**src/rtl/fifo_wr_arbiter_pkg.sv**
```systemverilog
// Shared types and helpers for the round-robin FIFO write arbiter.
// The state enum, the round-robin pointer step and the source-ID width derivation live here.
package fifo_arb_pkg;

   typedef enum logic {
      IDLE  = 1'b0,
      GRANT = 1'b1
   } arb_state_e;

   // Never narrower than one bit, so a tag field always exists.
   function automatic int id_width(input int n);
      return (n < 2) ? 1 : $clog2(n);
   endfunction

   function automatic int next_rr(input int ptr, input int n);
      return (ptr + 1 >= n) ? 0 : ptr + 1;
   endfunction

endpackage

```
**src/rtl/fifo_wr_arbiter_if.sv**
```systemverilog
// Producer-side handshake bundle and FIFO write-port bundle seen by the arbiter.
// The master modport is the arbiter; the slave modport is the producers plus the FIFO.
interface fifo_wr_arbiter_if
   import fifo_arb_pkg::*;
#(
   parameter int NUM_REQ = 4,
   parameter int WIDTH   = 8,
   parameter int ID_W    = id_width(NUM_REQ)
);

   logic [NUM_REQ-1:0]       req_valid;
   logic [NUM_REQ*WIDTH-1:0] req_data;
   logic [NUM_REQ-1:0]       req_ready;
   logic                     fifo_full;
   logic                     fifo_w_en;
   logic [WIDTH+ID_W-1:0]    fifo_data_in;
   logic                     grant_valid;
   logic [ID_W-1:0]          grant_id;

   modport master (
      input  req_valid, req_data, fifo_full,
      output req_ready, fifo_w_en, fifo_data_in, grant_valid, grant_id
   );

   modport slave (
      output req_valid, req_data, fifo_full,
      input  req_ready, fifo_w_en, fifo_data_in, grant_valid, grant_id
   );

endinterface

```
**src/rtl/fifo_wr_arbiter_rr_pick.sv**
```systemverilog
// Combinational rotating priority encoder: first set bit of valid at or after ptr, wrapping.
// Shared by the idle pick and the end-of-burst pick in the arbiter.
module rr_pick #(
   parameter int N     = 4,
   parameter int IDX_W = 2
) (
   input  logic [N-1:0]     valid,
   input  logic [IDX_W-1:0] ptr,
   output logic             found,
   output logic [IDX_W-1:0] idx
);

   int j;

   always_comb begin
      // NOTE: every signal written here gets a default first, so no latch is inferred.
      found = 1'b0;
      idx   = '0;
      j     = 0;
      for (int k = 0; k < N; k++) begin
         j = int'(ptr) + k;
         if (j >= N) j = j - N;
         if (!found && valid[j]) begin
            found = 1'b1;
            idx   = IDX_W'(j);
         end
      end
   end

endmodule

```
**src/rtl/fifo_wr_arbiter.sv**
```systemverilog
// Round-robin arbiter sharing one FIFO write port among NUM_REQ valid/ready producers.
// An owner keeps the port for up to MAX_BURST beats; each word is tagged with its source ID.
module fifo_wr_arbiter
   import fifo_arb_pkg::*;
#(
   parameter int NUM_REQ   = 4,
   parameter int WIDTH     = 8,
   parameter int MAX_BURST = 4
) (
   input  logic               clk,
   input  logic               rst_n,
   fifo_wr_arbiter_if.master  bus
);

   localparam int ID_W  = id_width(NUM_REQ);
   localparam int CNT_W = $clog2(MAX_BURST + 1);
   localparam logic [CNT_W-1:0] LAST_BEAT = CNT_W'(MAX_BURST - 1);

   arb_state_e       state_q, state_d;
   logic [ID_W-1:0]  owner_q, owner_d;
   logic [ID_W-1:0]  rr_ptr_q, rr_ptr_d;
   logic [ID_W-1:0]  grant_id_q, grant_id_d;
   logic [CNT_W-1:0] beat_cnt_q, beat_cnt_d;
   logic             grant_valid_q, grant_valid_d;

   logic [ID_W-1:0]  owner_next;
   logic [ID_W-1:0]  pick_ptr;
   logic [ID_W-1:0]  pick_idx;
   logic             pick_found;
   logic             in_grant;
   logic             owner_valid;
   logic             owner_ready;
   logic             beat;
   logic             release_burst;

   // Idle searches from rr_ptr; at the end of a burst the search starts just past the owner,
   // which is the rr_ptr value being written that same cycle.
   rr_pick #(
      .N     (NUM_REQ),
      .IDX_W (ID_W)
   ) u_pick (
      .valid (bus.req_valid),
      .ptr   (pick_ptr),
      .found (pick_found),
      .idx   (pick_idx)
   );

   always_comb begin
      in_grant      = (state_q == GRANT);
      owner_next    = ID_W'(next_rr(int'(owner_q), NUM_REQ));
      pick_ptr      = in_grant ? owner_next : rr_ptr_q;
      owner_valid   = bus.req_valid[owner_q];
      owner_ready   = rst_n && in_grant && !bus.fifo_full;
      beat          = owner_valid && owner_ready;
      release_burst = in_grant && (!owner_valid || (beat && (beat_cnt_q == LAST_BEAT)));
   end

   always_comb begin
      bus.req_ready = '0;
      if (owner_ready) bus.req_ready[owner_q] = 1'b1;
   end

   assign bus.fifo_w_en    = beat;
   assign bus.fifo_data_in = {owner_q, bus.req_data[int'(owner_q)*WIDTH +: WIDTH]};
   assign bus.grant_valid  = grant_valid_q;
   assign bus.grant_id     = grant_id_q;

   always_comb begin
      state_d    = state_q;
      owner_d    = owner_q;
      rr_ptr_d   = rr_ptr_q;
      beat_cnt_d = beat_cnt_q;

      unique case (state_q)
         IDLE: begin
            if (pick_found) begin
               state_d    = GRANT;
               owner_d    = pick_idx;
               beat_cnt_d = '0;
            end
         end
         GRANT: begin
            if (beat) beat_cnt_d = beat_cnt_q + CNT_W'(1);
            if (release_burst) begin
               rr_ptr_d   = owner_next;
               beat_cnt_d = '0;
               // Handover without a bubble; the old owner only re-wins when it is alone.
               if (pick_found) begin
                  owner_d = pick_idx;
               end else begin
                  state_d = IDLE;
               end
            end
         end
         default: state_d = IDLE;
      endcase

      grant_valid_d = (state_d == GRANT);
      grant_id_d    = (state_d == GRANT) ? owner_d : '0;
   end

   always_ff @(posedge clk or negedge rst_n) begin
      if (!rst_n) begin
         state_q       <= IDLE;
         owner_q       <= '0;
         rr_ptr_q      <= '0;
         beat_cnt_q    <= '0;
         grant_valid_q <= 1'b0;
         grant_id_q    <= '0;
      end else begin
         // NOTE: registers take non-blocking assignments; the combinational blocks above use blocking.
         state_q       <= state_d;
         owner_q       <= owner_d;
         rr_ptr_q      <= rr_ptr_d;
         beat_cnt_q    <= beat_cnt_d;
         grant_valid_q <= grant_valid_d;
         grant_id_q    <= grant_id_d;
      end
   end

endmodule

```
**src/flat_wrapper.sv**
```systemverilog
// flat-port wrapper written by rule: the top's interface ports become plain ports
module fifo_wr_arbiter_flat import fifo_arb_pkg::*;
#(
   parameter int NUM_REQ   = 4,
   parameter int WIDTH     = 8,
   parameter int MAX_BURST = 4
)
  (clk, rst_n, bus_req_valid, bus_req_data, bus_fifo_full, bus_req_ready, bus_fifo_w_en, bus_fifo_data_in, bus_grant_valid, bus_grant_id);
  fifo_wr_arbiter_if #(.NUM_REQ(NUM_REQ), .WIDTH(WIDTH)) bus_i ();
  input  logic clk;
  input  logic rst_n;
  input wire logic [$bits(bus_i.req_valid)-1:0] bus_req_valid;
  input wire logic [$bits(bus_i.req_data)-1:0] bus_req_data;
  input wire logic [$bits(bus_i.fifo_full)-1:0] bus_fifo_full;
  output wire logic [$bits(bus_i.req_ready)-1:0] bus_req_ready;
  output wire logic [$bits(bus_i.fifo_w_en)-1:0] bus_fifo_w_en;
  output wire logic [$bits(bus_i.fifo_data_in)-1:0] bus_fifo_data_in;
  output wire logic [$bits(bus_i.grant_valid)-1:0] bus_grant_valid;
  output wire logic [$bits(bus_i.grant_id)-1:0] bus_grant_id;
  assign bus_i.req_valid = bus_req_valid;
  assign bus_i.req_data = bus_req_data;
  assign bus_i.fifo_full = bus_fifo_full;
  assign bus_req_ready = bus_i.req_ready;
  assign bus_fifo_w_en = bus_i.fifo_w_en;
  assign bus_fifo_data_in = bus_i.fifo_data_in;
  assign bus_grant_valid = bus_i.grant_valid;
  assign bus_grant_id = bus_i.grant_id;
  fifo_wr_arbiter #(.NUM_REQ(NUM_REQ), .WIDTH(WIDTH), .MAX_BURST(MAX_BURST)) u_core (.clk(clk), .rst_n(rst_n), .bus(bus_i));
endmodule
```
**config.mk**
```make
export PLATFORM = sky130hd
export DESIGN_NAME = fifo_wr_arbiter_flat
export DESIGN_NICKNAME = d
export VERILOG_FILES = /design/src/rtl/fifo_wr_arbiter_pkg.sv /design/src/rtl/fifo_wr_arbiter_if.sv /design/src/rtl/fifo_wr_arbiter_rr_pick.sv /design/src/rtl/fifo_wr_arbiter.sv /design/src/flat_wrapper.sv
export SDC_FILE = /design/constraint.sdc
export NUM_CORES = 1
export LEC_CHECK = 0
export CORE_MARGIN = 8
export CORE_UTILIZATION = 40
export CTS_CLUSTER_DIAMETER = 30
export DETAILED_ROUTE_END_ITERATION = 12
export GPL_TIMING_DRIVEN = 0
export PLACE_DENSITY = 0.91
export SYNTH_ARGS = -nofsm -noshare
export SYNTH_HDL_FRONTEND = slang
export SYNTH_SLANG_ARGS = --single-unit
```
**constraint.sdc**
```tcl
create_clock -name clk -period 3.9 [get_ports clk]
set_input_delay 1.17 -clock clk [delete_from_list [all_inputs] [get_ports clk]]
set_output_delay 1.17 -clock clk [all_outputs]
set_load 0.02 [all_outputs]
```
==> impl_metrics.py <==
metrics = {
    "outcome": {
        "status": "completed",
    },
    "timing": {
        "finalSetupViolations": 0,
        "fin_skew_ps": 9.31,
        "final_max_slew_viol_count": 0,
        "fin_crit_sh": 0.987,
        "fin_setup_tns_ps": 0,
        "finalHoldViolations": 0,
        "holdWs_ps": 507,
        "rsz0062_at_grt": "false",
        "max-slew-margin-rel": 0.641,
        "worstMarginPinSlew_ps": 538,
        "period_needed_ps": 3850,
        "fmax_mhz": 260,
    },
    "min_path": {
        "holdCritPathClass": "reg2reg",
        "hold_path_end": "u_core.beat_cnt_q[2]$_DFFE_PN0P_",
        "whs_path_depth": 1,
        "min_from": "u_core.beat_cnt_q[2]$_DFFE_PN0P_",
    },
    "yosys": {
        "yosysUniqueCellTypes": 36,
        "synth_seq_cells": 10,
        "syn_area_um2": 937,
        "yosys_warnings": 0,
        "syn_nets": 129,
        "syn_avg_cell_area_um2": 11.3,
        "syn_inst": 83,
        "ys_seq_area_frac": 0.267,
    },
    "placed_design": {
        "port_buffers": 56,
        "hpwlAfterDp_mm": 2.53,
        "placed_area_um2": 1530,
        "gp_congestion": 0.836,
    },
    "worst_setup_path": {
        "worstReg2RegEnd": "u_core.owner_q[1]$_DFF_PN0_",
        "startpoint_type": "input port",
        "rr_startpoint": "u_core.owner_q[0]$_DFF_PN0_",
        "path_cells": "clkdlybuf4s50_1 > mux4_2 > and2_1 > dlygate4sd2_1",
        "cp_max_fo": 6,
        "worstSetupEndpointType": "primary output",
        "critical_path_arrival_ps": 2680,
        "worstPathRequired_ps": 2730,
        "cpPeakStageDelay_ps": 530,
        "path_class": "in2out",
        "reg2reg_depth": 8,
        "r2r_setup_slack_ps": 1410,
        "crit_slowest_cell": "mux4_2",
    },
    "global_routing": {
        "grt_pass1_vias": 985,
        "grt_usage": 0.146,
        "grt_max_degree": 12,
        "grt_remaining_overflow": 0,
        "antenna_found_initial": 0,
        "grt_pass1_wl_mm": 4.86,
    },
    "route": {
        "drt_first_pass_iters": 4,
        "drcViolationCount": 0,
        "avgViaCountPerCell": 5.37,
        "via_count": 923,
        "routedWlPerCell_um": 17.9,
        "route.final.wire_length_mm": 3.08,
        "ant_nets": 0,
        "first_iter_violations": 16,
    },
    "power": {
        "vdd_drop_max_mv": 0.448,
        "p_total_uw": 983,
        "power_density_nw_per_um2": 618,
        "p_leak_uw": 0.000746,
    },
    "final_layout": {
        "area_growth_pct": 69.8,
        "utilization": 0.719,
        "diodes": 0,
        "drive_above_1_share": 0.181,
        "fin_area_um2": 1590,
        "finalNetCount": 191,
    },
    "clock_network": {
        "clkSlewWorstSetupHoldPaths_ps": 60,
        "h-tree-depth": 1,
        "clockBufferDepth": 2,
        "cts_buffers": 3,
        "cts_tree": "yes",
        "cts_sinks": 10,
        "clk_latency_ps": 280,
        "root_buffer": "clkbuf_4",
        "ctsHoldBuffers": 0,
    },
    "die": {
        "initial_core_util": 0.424,
        "ios": 57,
        "rows": 17,
        "die_height_um": 64.4,
        "fp.coreArea_um2": 2210,
        "die_x_um": 64.4,
        "die-area_um2": 4150,
    },
    "flow_run": {
        "drv_cap": 0,
    },
}
-- how the worst max path moves through the flow --
| stage | from | to | cells after the start |
|---|---|---|---|
| global placement | rst_n | bus_req_ready[0] | 5 |
| global route | bus_req_valid[1] | bus_fifo_w_en | 4 |
| floorplan | bus_req_valid[3] | bus_fifo_w_en | 2 |
| finish | bus_req_valid[1] | bus_fifo_w_en | 4 |
| CTS | bus_req_valid[0] | bus_fifo_w_en | 4 |
| detailed placement | rst_n | bus_req_ready[0] | 5 |
-- critical path: cells and delay by family --
family / cells / cell delay, ps
muxes: 1 / 530
buffers and inverters: 2 / 800
and+or+nand+nor: 1 / 170
-- registers in the layout, indices dropped and copies added (netlist names) --
register / cells
u_core.in_grant: 1
u_core.beat_cnt_q: 3
u_core.bus.grant_id: 2
u_core.owner_q: 2
u_core.rr_ptr_q: 2
-- routing by layer --
metal / GRT usage / wire length, um / share of wire
met5: 0 / 0 / 0
met4: 0.0490 / 29 / 0.0094
met3: 0.0383 / 185 / 0.060
met2: 0.266 / 1690 / 0.55
met1: 0.158 / 1170 / 0.38
-- power breakdown --
group	switching [uW]	leakage, uW	internal, uW
registers	37.8	0.000121	142
clock network	40.2	0.0000210	56.9
logic	333	0.000605	373
total	411	0.000746	572
-- per-stage QoR --
step           worst slack [ps]  cells
2_1_floorplan               859     83
5_1_grt                    11.3    172
3_5_place_dp               -371    167
3_3_place_gp               -317    167
4_1_cts                    29.7    171
6_report                   49.3    172
-- synth_stat cells --
cell type,count,area (um^2)
a211o_1,1,8.76
a21boi_1,1,7.51
a21o_1,1,7.51
a21oi_1,2,10.0
a21oi_2,1,8.76
and2_1,6,37.5
and3b_1,1,8.76
buf_2,3,15.0
buf_6,1,11.3
clkbuf_1,1,3.75
clkbuf_2,1,5.00
dfrtp_1,10,250
ha_1,7,87.6
inv_1,4,15.0
mux2_2,3,33.8
mux2i_1,3,30.0
mux4_2,9,203
nand2_1,4,15.0
nand2b_1,1,6.26
nand3b_1,2,15.0
nand4_1,2,12.5
nor2_1,2,7.51
o21a_1,2,15.0
o21ai_0,1,5.00
o21ai_2,1,8.76
o22a_1,1,8.76
o22ai_1,1,6.26
o2bb2ai_1,2,17.5
o31a_1,2,17.5
o31ai_1,1,7.51
o32a_1,1,10.0
o32ai_1,1,8.76
or2b_1,1,7.51
or3_1,1,6.26
or3b_4,1,11.3
or4_1,1,7.51
-- cell families after synthesis --
| kind of cell | Yosys count | synth area share |
|---|---|---|
| compound gates | 19 | 0.158 |
| buf+inv | 10 | 0.0534 |
| simple gates | 22 | 0.144 |
| flops | 10 | 0.267 |
| fa+ha+maj | 7 | 0.0935 |
| mux | 15 | 0.284 |
-- layout make-up --
type                    count  area (um^2)
plain buffers               6         35.0
multi-input cells          63          637
clock buffers               4         36.3
fillers                   170          621
well taps                  28         35.0
inverters                   4         15.0
flip-flops and latches     10          250
repair buffers             57          583
-- what timing repair did --
action / CTS / global route
pin swaps: 0 / 0
setup endpoints to repair: 5 / 5
setup buffers: 0 / 1
gates resized for setup: 4 / 6
cloned: 0 / 0
-- placed cells by master (no fill, tap or decap), types with 3 or more instances in the layout --
master	count
clkdlybuf4s50_1	48
dfrtp_1	10
mux4_2	9
ha_1	7
and2_1	6
dlymetal6s2s_1	6
inv_1	4
nand2_1	4
buf_2	3
mux2i_1	3
mux2_2	3
clkbuf_4	3
(Power assumes the default switching activity.)
